$ cat src/rtl/fifo_pkg.sv
// Shared types and helpers for the narrow/wide width-converting FIFO.
package fifo_pkg;

    typedef enum logic {
        NTO1   = 1'b0,
        ONETON = 1'b1
    } fifo_mode_e;

    function automatic int clog2(input int value);
        int result;
        result = 0;
        while ((1 << result) < value) begin
            result = result + 1;
        end
        return result;
    endfunction

endpackage

$ cat src/rtl/fifo_unit_ram.sv
// Narrow-unit storage with a WU-unit write port and an RU-unit combinational read port.
// Unit k of each port maps to address (ptr + k) mod CAP, so wide accesses wrap seamlessly.
module fifo_unit_ram
    import fifo_pkg::*;
#(
    parameter int DSIZE = 4,
    parameter int CAP   = 32,
    parameter int WU    = 1,
    parameter int RU    = 2,
    localparam int AW   = clog2(CAP)
) (
    input  logic                  clk,
    input  logic                  wr_en_i,
    input  logic [AW-1:0]         wr_addr_i,
    input  logic [WU*DSIZE-1:0]   wr_units_i,
    input  logic [AW-1:0]         rd_addr_i,
    output logic [RU*DSIZE-1:0]   rd_units_o
);

    logic [DSIZE-1:0] mem_q [CAP];

    // Contents need no reset: pointers and occupancy decide what is readable.
    always_ff @(posedge clk) begin
        if (wr_en_i) begin
            for (int k = 0; k < WU; k++) begin
                mem_q[wr_addr_i + AW'(k)] <= wr_units_i[k*DSIZE +: DSIZE];
            end
        end
    end

    always_comb begin
        rd_units_o = '0;
        for (int k = 0; k < RU; k++) begin
            rd_units_o[k*DSIZE +: DSIZE] = mem_q[rd_addr_i + AW'(k)];
        end
    end

endmodule

$ cat src/rtl/fifo_sync_nconv.sv
// Single-clock FIFO converting between narrow (DSIZE) and wide (DSIZE*NSIZE) words.
// Occupancy is tracked in narrow units; all flags derive from the registered count.
module fifo_sync_nconv
    import fifo_pkg::*;
#(
    parameter int          DSIZE     = 4,
    parameter int          NSIZE     = 2,
    parameter int          DEPTH     = 16,
    parameter fifo_mode_e  MODE      = NTO1,
    parameter int          ALMOST    = 2,
    parameter logic [63:0] DEF_VALUE = 64'd0,
    parameter bit          LSB_FIRST = 1'b1,
    localparam int WU  = (MODE == NTO1) ? 1 : NSIZE,
    localparam int RU  = (MODE == NTO1) ? NSIZE : 1,
    localparam int WW  = DSIZE * WU,
    localparam int RW  = DSIZE * RU,
    localparam int CAP = DEPTH * NSIZE,
    localparam int CW  = clog2(CAP) + 1
) (
    input  logic          clk,
    input  logic          rst_n,
    input  logic          flush,
    input  logic          wr_en,
    input  logic [WW-1:0] wr_data,
    output logic [CW-1:0] wr_count,
    output logic          wr_full,
    output logic          wr_almost_full,
    output logic          wr_overflow,
    input  logic          rd_en,
    output logic [RW-1:0] rd_data,
    output logic          rd_vld,
    output logic [CW-1:0] rd_count,
    output logic          rd_empty,
    output logic          rd_almost_empty,
    output logic          rd_underflow
);

    localparam int AW  = CW - 1;
    localparam int WSH = clog2(WU);
    localparam int RSH = clog2(RU);
    localparam logic [CW-1:0] CAP_C    = CW'(CAP);
    localparam logic [CW-1:0] WU_C     = CW'(WU);
    localparam logic [CW-1:0] RU_C     = CW'(RU);
    localparam logic [CW-1:0] ALMOST_C = CW'(ALMOST);
    localparam logic [RW-1:0] DEF_C    = RW'(DEF_VALUE);

    logic [AW-1:0] wptr_q, wptr_d;
    logic [AW-1:0] rptr_q, rptr_d;
    logic [CW-1:0] occ_q, occ_d;
    logic [RW-1:0] rd_data_q, rd_data_d;
    logic          rd_vld_q, rd_vld_d;
    logic          wr_ovf_q, wr_ovf_d;
    logic          rd_unf_q, rd_unf_d;

    logic [CW-1:0] free_units;
    logic          wacc;
    logic          racc;
    logic [WW-1:0] wr_units;
    logic [RW-1:0] rd_units;
    logic [RW-1:0] rd_word;

    assign free_units = CAP_C - occ_q;
    assign wr_full    = free_units < WU_C;
    assign rd_empty   = occ_q < RU_C;
    assign wacc       = wr_en & ~wr_full & ~flush;
    assign racc       = rd_en & ~rd_empty & ~flush;

    // Unit 0 of the storage ports is always the earliest unit in arrival order.
    always_comb begin
        wr_units = '0;
        for (int k = 0; k < WU; k++) begin
            wr_units[k*DSIZE +: DSIZE] = LSB_FIRST ? wr_data[k*DSIZE +: DSIZE]
                                                   : wr_data[(WU-1-k)*DSIZE +: DSIZE];
        end
    end

    always_comb begin
        rd_word = '0;
        for (int k = 0; k < RU; k++) begin
            if (LSB_FIRST) begin
                rd_word[k*DSIZE +: DSIZE] = rd_units[k*DSIZE +: DSIZE];
            end else begin
                rd_word[(RU-1-k)*DSIZE +: DSIZE] = rd_units[k*DSIZE +: DSIZE];
            end
        end
    end

    fifo_unit_ram #(
        .DSIZE (DSIZE),
        .CAP   (CAP),
        .WU    (WU),
        .RU    (RU)
    ) u_ram (
        .clk        (clk),
        .wr_en_i    (wacc),
        .wr_addr_i  (wptr_q),
        .wr_units_i (wr_units),
        .rd_addr_i  (rptr_q),
        .rd_units_o (rd_units)
    );

    always_comb begin
        wptr_d    = wptr_q;
        rptr_d    = rptr_q;
        occ_d     = occ_q;
        rd_data_d = rd_data_q;
        rd_vld_d  = 1'b0;
        wr_ovf_d  = wr_en & wr_full & ~flush;
        rd_unf_d  = rd_en & rd_empty & ~flush;
        if (flush) begin
            wptr_d    = '0;
            rptr_d    = '0;
            occ_d     = '0;
            rd_data_d = DEF_C;
        end else begin
            if (wacc) begin
                wptr_d = wptr_q + AW'(WU);
            end
            if (racc) begin
                rptr_d    = rptr_q + AW'(RU);
                rd_data_d = rd_word;
                rd_vld_d  = 1'b1;
            end
            occ_d = occ_q + (wacc ? WU_C : '0) - (racc ? RU_C : '0);
        end
    end

    always_ff @(posedge clk or negedge rst_n) begin
        if (!rst_n) begin
            wptr_q    <= '0;
            rptr_q    <= '0;
            occ_q     <= '0;
            rd_data_q <= DEF_C;
            rd_vld_q  <= 1'b0;
            wr_ovf_q  <= 1'b0;
            rd_unf_q  <= 1'b0;
        end else begin
            wptr_q    <= wptr_d;
            rptr_q    <= rptr_d;
            occ_q     <= occ_d;
            rd_data_q <= rd_data_d;
            rd_vld_q  <= rd_vld_d;
            wr_ovf_q  <= wr_ovf_d;
            rd_unf_q  <= rd_unf_d;
        end
    end

    assign wr_count        = occ_q >> WSH;
    assign rd_count        = occ_q >> RSH;
    assign wr_almost_full  = (free_units >> WSH) <= ALMOST_C;
    assign rd_almost_empty = rd_count <= ALMOST_C;
    assign rd_data         = rd_data_q;
    assign rd_vld          = rd_vld_q;
    assign wr_overflow     = wr_ovf_q;
    assign rd_underflow    = rd_unf_q;

endmodule

$ cat config.mk
export PLATFORM = sky130hd
export DESIGN_NAME = fifo_sync_nconv
export DESIGN_NICKNAME = d
export VERILOG_FILES = /design/src/rtl/fifo_pkg.sv /design/src/rtl/fifo_unit_ram.sv /design/src/rtl/fifo_sync_nconv.sv
export SDC_FILE = /design/constraint.sdc
export NUM_CORES = 1
export LEC_CHECK = 0
export CAP_MARGIN = 25
export CORE_MARGIN = 2
export CORE_UTILIZATION = 33
export DETAILED_ROUTE_END_ITERATION = 7
export DONT_BUFFER_PORTS = 1
export PLACE_DENSITY = 0.5
export SYNTH_ARGS = -nofsm -noshare
export SYNTH_HDL_FRONTEND = slang
export SYNTH_SLANG_ARGS = --single-unit
$ cat constraint.sdc
create_clock -name clk -period 3.9 [get_ports clk]
set_input_delay 1.17 -clock clk [delete_from_list [all_inputs] [get_ports clk]]
set_output_delay 1.17 -clock clk [all_outputs]
set_load 0.1 [all_outputs]
=== Word level (Yosys, flattened, before mapping) ===
Memories as Yosys holds them, arrays and structs flattened.
Index checks and enable logic that the tools add are counted.

* Word-level logic and storage cells: 44
* Input port bits: 9
* Register bits after elaboration: 27
* Memories: 1
* Output and inout bits: 27
* RAM bits: 128

{| class="wikitable"
|+ Memory list
! memory !! depth !! bits a word !! rd ports !! clocked after Yosys merged registers in !! wr ports !! line !! RTL
|-
| u_ram.mem_q || 32 || 4 || 2 || 0 || 1 || fifo_unit_ram.sv:20 || <nowiki>logic [DSIZE-1:0] mem_q [CAP];</nowiki>
|}

* $add $sub $neg: 6
* Multiplexer cells: 13
* Reductions and logical operators: 2
* $lt $le $gt $ge: 4
* Bitwise operators: 11

{| class="wikitable"
|+ Operators with widths
! operator !! number
|-
| 5-bit two-way mux || 4
|-
| 8-bit two-way mux || 2
|-
| 5-bit by 1-bit adder with 5-bit output (second input constant) || 2
|-
| 1-bit bitwise AND || 8
|-
| 6-bit by 1-bit adder with 6-bit output || 1
|-
| 6-bit by 2-bit less-or-equal comparator with 1-bit output (second input constant) || 1
|-
| 6-bit by 1-bit < comparator with 1-bit output (second input constant) || 1
|-
| 6-bit by 2-bit < comparator with 1-bit output (second input constant) || 1
|-
| 6-bit two-way mux || 1
|-
| 6-bit by 2-bit subtractor with 6-bit output || 1
|-
| 6-bit subtractor (first input constant) || 1
|-
| 5-bit by 2-bit adder with 5-bit output (second input constant) || 1
|-
| 5-bit by 2-bit less-or-equal comparator with 1-bit output (second input constant) || 1
|-
| 1-bit two-way mux || 5
|-
| 2-bit nonzero test || 2
|-
| 1-bit inverter || 3
|-
| 2-bit two-way mux || 1
|}

=== Longest topological paths before layout ===
* Word-level depth: 9
* Mapped depth: 15
* Depth with buffers taken out: 14

=== Modules after synthesis ===
Synthesis repeated with hierarchy kept, for this count alone.

* Cells, all modules: 487
* Area, all modules: 7788.7 µm²

{| class="wikitable"
|+ Modules (own cells, without submodules)
! module !! area an instance (µm²) !! cells an instance !! instances
|-
| fifo_unit_ram || 6296.0 || 327 || 1
|-
| fifo_sync_nconv || 1492.7 || 160 || 1
|}

=== Least setup slack after synthesis ===
Ideal clock, no wire load.

* Kind: register -> output
* From: register occ_q[3], in the netlist wr_count[3]
* To: output rd_almost_empty
* Arrival: 4.424 ns
* Stages on the path, launching flop included: 5
* Path buffers: 0
* Slack: -1.694 ns
* Cell sequence: dfrtp_1 -> inv_1 -> ha_1 -> inv_1 -> o41ai_1

* Word-level cells in the longest chain between the ends: 1

{| class="wikitable"
|+ RTL lines
! what !! line !! RTL
|-
| from (decl) || fifo_sync_nconv.sv:49 || <nowiki>logic [CW-1:0] occ_q, occ_d;</nowiki>
|-
| from (signal assigned) || fifo_sync_nconv.sv:132 || <nowiki>occ_q <= '0;</nowiki>
|-
| from (signal assigned) || fifo_sync_nconv.sv:140 || <nowiki>occ_q <= occ_d;</nowiki>
|-
| 5-bit by 2-bit less-or-equal comparator with 1-bit output || fifo_sync_nconv.sv:151 || <nowiki>assign rd_almost_empty = rd_count <= ALMOST_C;</nowiki>
|-
| to (decl) || fifo_sync_nconv.sv:34 || <nowiki>output logic rd_almost_empty,</nowiki>
|}

No other way between the ends.

=== Final worst setup path ===
* From: register occ_q[2], in the netlist wr_count[2]
* To: output wr_full

* Word-level cells in the longest chain between the ends: 2

{| class="wikitable"
|+ RTL lines
! what !! line !! RTL
|-
| 6-bit subtractor || fifo_sync_nconv.sv:62 || <nowiki>assign free_units = CAP_C - occ_q;</nowiki>
|-
| 6-bit by 1-bit < comparator with 1-bit output || fifo_sync_nconv.sv:63 || <nowiki>assign wr_full = free_units < WU_C;</nowiki>
|-
| to (decl) || fifo_sync_nconv.sv:26 || <nowiki>output logic wr_full,</nowiki>
|}

No other way between the ends.

==> out/metrics.csv <==
metric;value;unit
gr busiest metal;met2;
Post-Syn Area;6620;µm²
die area;21200;µm²
Layout fillers;1812;
slowest cell delay on critical path;0.49;ns
grt met2 use;21.9;%
First-pass DRT Iterations;5;
syn_nets;423;
global route overflow;0;
Worst setup EP type;output port;
clk sink count;154;
Yosys top cell area share;58.0;%
PostCTS Resize Cnt;0;
Non-Filler Instances;684;
clock slew at reported path FFs;0.07;ns
core area;19600;µm²
ANT nets after route;0;
share of layout cells above drive strength 1;24.6;%
synth unique cells;41;
worst-margin pin slew;0.991;ns
Tot Pwr;0.00535;W
sequential area share after synthesis;67.9;%
Worst Path Class, Setup;reg2out;
Buffers on Ports;0;
overall routing resource usage;13.3;%
PnR worst setup slack;0.392;ns
# IOs;36;
row cnt;51;
f_max;285;MHz
largest net degree at the start of global routing;36;
Final Max Tran Viols;0;
vias in the first global route;3604;
initial antenna violation count;0;
sequence of cells on the critical path;buf_4 -> nor3_1 -> and3_1 -> o21ai_0 -> buf_4 -> inv_1 -> buf_4;
Final Hold Vio Count;0;
Tcrit/Tclk final;89.9;%
total number of vias;3382;
Layout area overhead;14.0;%
post-synthesis register bit count;154;
CP arrival;2.34;ns
height of the die;146;µm
r2r endpoint;wr_count[4]$_DFF_PN0_;
# H-tree levels;4;
worst reg2reg setup slack;1.03;ns
Worst-Skew Late Latency;0.42;ns
skew final;0.0107;ns
vias per cell;4.94;
Final min period;3.51;ns
Fin Hold WS;0.436;ns
met3 GRT Util;3.82;%
dpl hpwl;8700;µm
CTS tree;yes;
# placed instances;652;
worst vdd ir;0.000307;V
Lkg Pwr;2.54;nW
DRC;0;
clock root cell;clkbuf_16;
nets;433;
Critical Path RT;2.73;ns
status;finished, final reports clean;
Max Cap Viol;0;
Crit path top cell by count;buf_4;
final WL;13300;µm
Buf+Inv Stages, Crit Path;4;
R2R depth;15;
top post-synthesis cells by area;edfxtp_1 58%, dfrtp_1 9.8%, mux4_2 9.5%;
die width;146;µm
Longest Clk Path Bufs;2;
post-synth top area cell;edfxtp_1;
final setup violation count;0;
routing usage on met1;16.9;%
Area after DPL;6990;µm²
RD Place Congestion;0.720;
Sequential Area;4500;µm²
area of the multi-input gates;1940;µm²
initial core utilization;33.8;%
Setup Fix Bufs, Post-CTS;0;
syn_area_per_cell;16.7;µm²
startpoint types;flip-flop;
Iter 0 DRT Violations;248;
hold buffers post-CTS;0;
PwrDens;709;nW/µm²
ANT cells;0;
RSZ-0062 raised after global routing;no;
Max Fanout on Critical Path;11;
reg2reg start;wr_count[1]$_DFF_PN0_;
first-pass GRT wire length;21000;µm
total CTS buffers;17;
Rel. slew slack;34.0;%
Mapped Cells;396;
design area;7550;µm²
Place WS;0.826;ns
delay-heaviest family, CP;buffers and inverters;
wire per inst;19.4;µm
Slowest-stage cell, CP;buf_4;
Warnings, synthesis;0;
Hold Path Class;in2async;
[logic make-up (layout without fill, tap and decap cells)]
kind of cell               after synthesis  count (layout)  synth area share, %
DFF                                    154             154                 67.9
adders and majority gates               18              18                 3.40
other                                    1               1               0.0566
buffers and inverters                   43              66                 3.32
AOI/OAI and AO/OA                       27              27                 2.93
and+or+nand+nor                         94              94                 7.06
xor gates and xnor gates                 8               8                 1.06
muxes                                   51              51                 14.3
[cells in the mapped netlist, drive strengths merged]
library cell    n
o41ai           1
nand3b          3
buf            12
o21ai           6
a21o            2
nor3b           9
a31oi           1
mux4           32
ha             18
nor3            6
o31ai           1
xor2            4
and2            2
conb            1
mux2i           1
a21boi          1
clkbuf         12
and3            1
xnor2           4
or3             2
or3b            2
nor2b           6
a221o           8
nor2           47
nand4           3
nand2b          1
o21a            1
nand3           8
inv            19
a21oi           5
dfrtp          26
o22ai           1
nand2           4
edfxtp        128
mux2           18
[stage by stage]
| step | util, % | TNS [ns] |
|---|---|---|
| after global routing | 38.5 | 0 |
| after global placement | 35.7 | 0 |
| after detailed placement | 35.7 | 0 |
| after floorplan | - | -0.375 |
| after CTS | 38.5 | 0 |
| final | 38.5 | 0 |
[final cells by class]
cell class	instances	share of cell area, %
sequential	154	59.6
multi-input combinational	199	25.7
clock buffer	18	5.69
tap	265	4.39
timing repair buffer	15	1.99
clock inverter	14	1.66
inverter	19	0.945
[cell usage in the layout, fill, tap and decap left out, drive strengths merged]
cell type / count
o21ai: 6
and2: 2
or3: 2
o41ai: 1
a221o: 8
dfrtp: 26
nor3b: 9
clkinvlp: 1
conb: 1
or3b: 2
a21o: 2
nor2b: 6
edfxtp: 128
nor3: 6
mux4: 32
a21oi: 5
mux2: 18
and3: 1
nand3: 8
o21a: 1
clkbuf: 18
ha: 18
nand2b: 1
mux2i: 1
buf: 15
xor2: 4
inv: 28
nor2: 47
xnor2: 4
nand2: 4
clkinv: 4
a21boi: 1
nand4: 3
a31oi: 1
nand3b: 3
o22ai: 1
o31ai: 1
[sequential cells by signal, indices dropped and copies added, names as in the netlist]
register and count:
rd_data 8, rd_underflow 1, wr_overflow 1, u_ram.mem_q 128, rptr_q 4, wr_count 6, rd_vld 1, wptr_q 5
[report_power, final]
| group | switching [W] | internal (W) |
|---|---|---|
| clock | 0.000704 | 0.000840 |
| combinational | 0.00101 | 0.000587 |
| sequential | 0.000350 | 0.00186 |
[worst max-delay path by stage]
stage,end,start,slack [ns],cells past startpoint
global placement,wr_full,wr_count[2]$_DFF_PN0_,0.82,7
CTS,wr_full,wr_count[2]$_DFF_PN0_,0.35,7
global route,wr_full,wr_count[2]$_DFF_PN0_,0.21,7
detailed placement,wr_full,wr_count[2]$_DFF_PN0_,0.83,7
floorplan,rd_almost_empty,wr_count[3]$_DFF_PN0_,-0.37,4
finish,wr_full,wr_count[2]$_DFF_PN0_,0.39,7
[routing by layer]
layer | routed length [µm] | vias up
li1 | - | 1531
met3 | 477 | 14
met1 | 6050 | 1771
met2 | 6600 | 66
met4 | 179 | 0
met5 | 0 | -
Power figures use the tool's default switching activity.
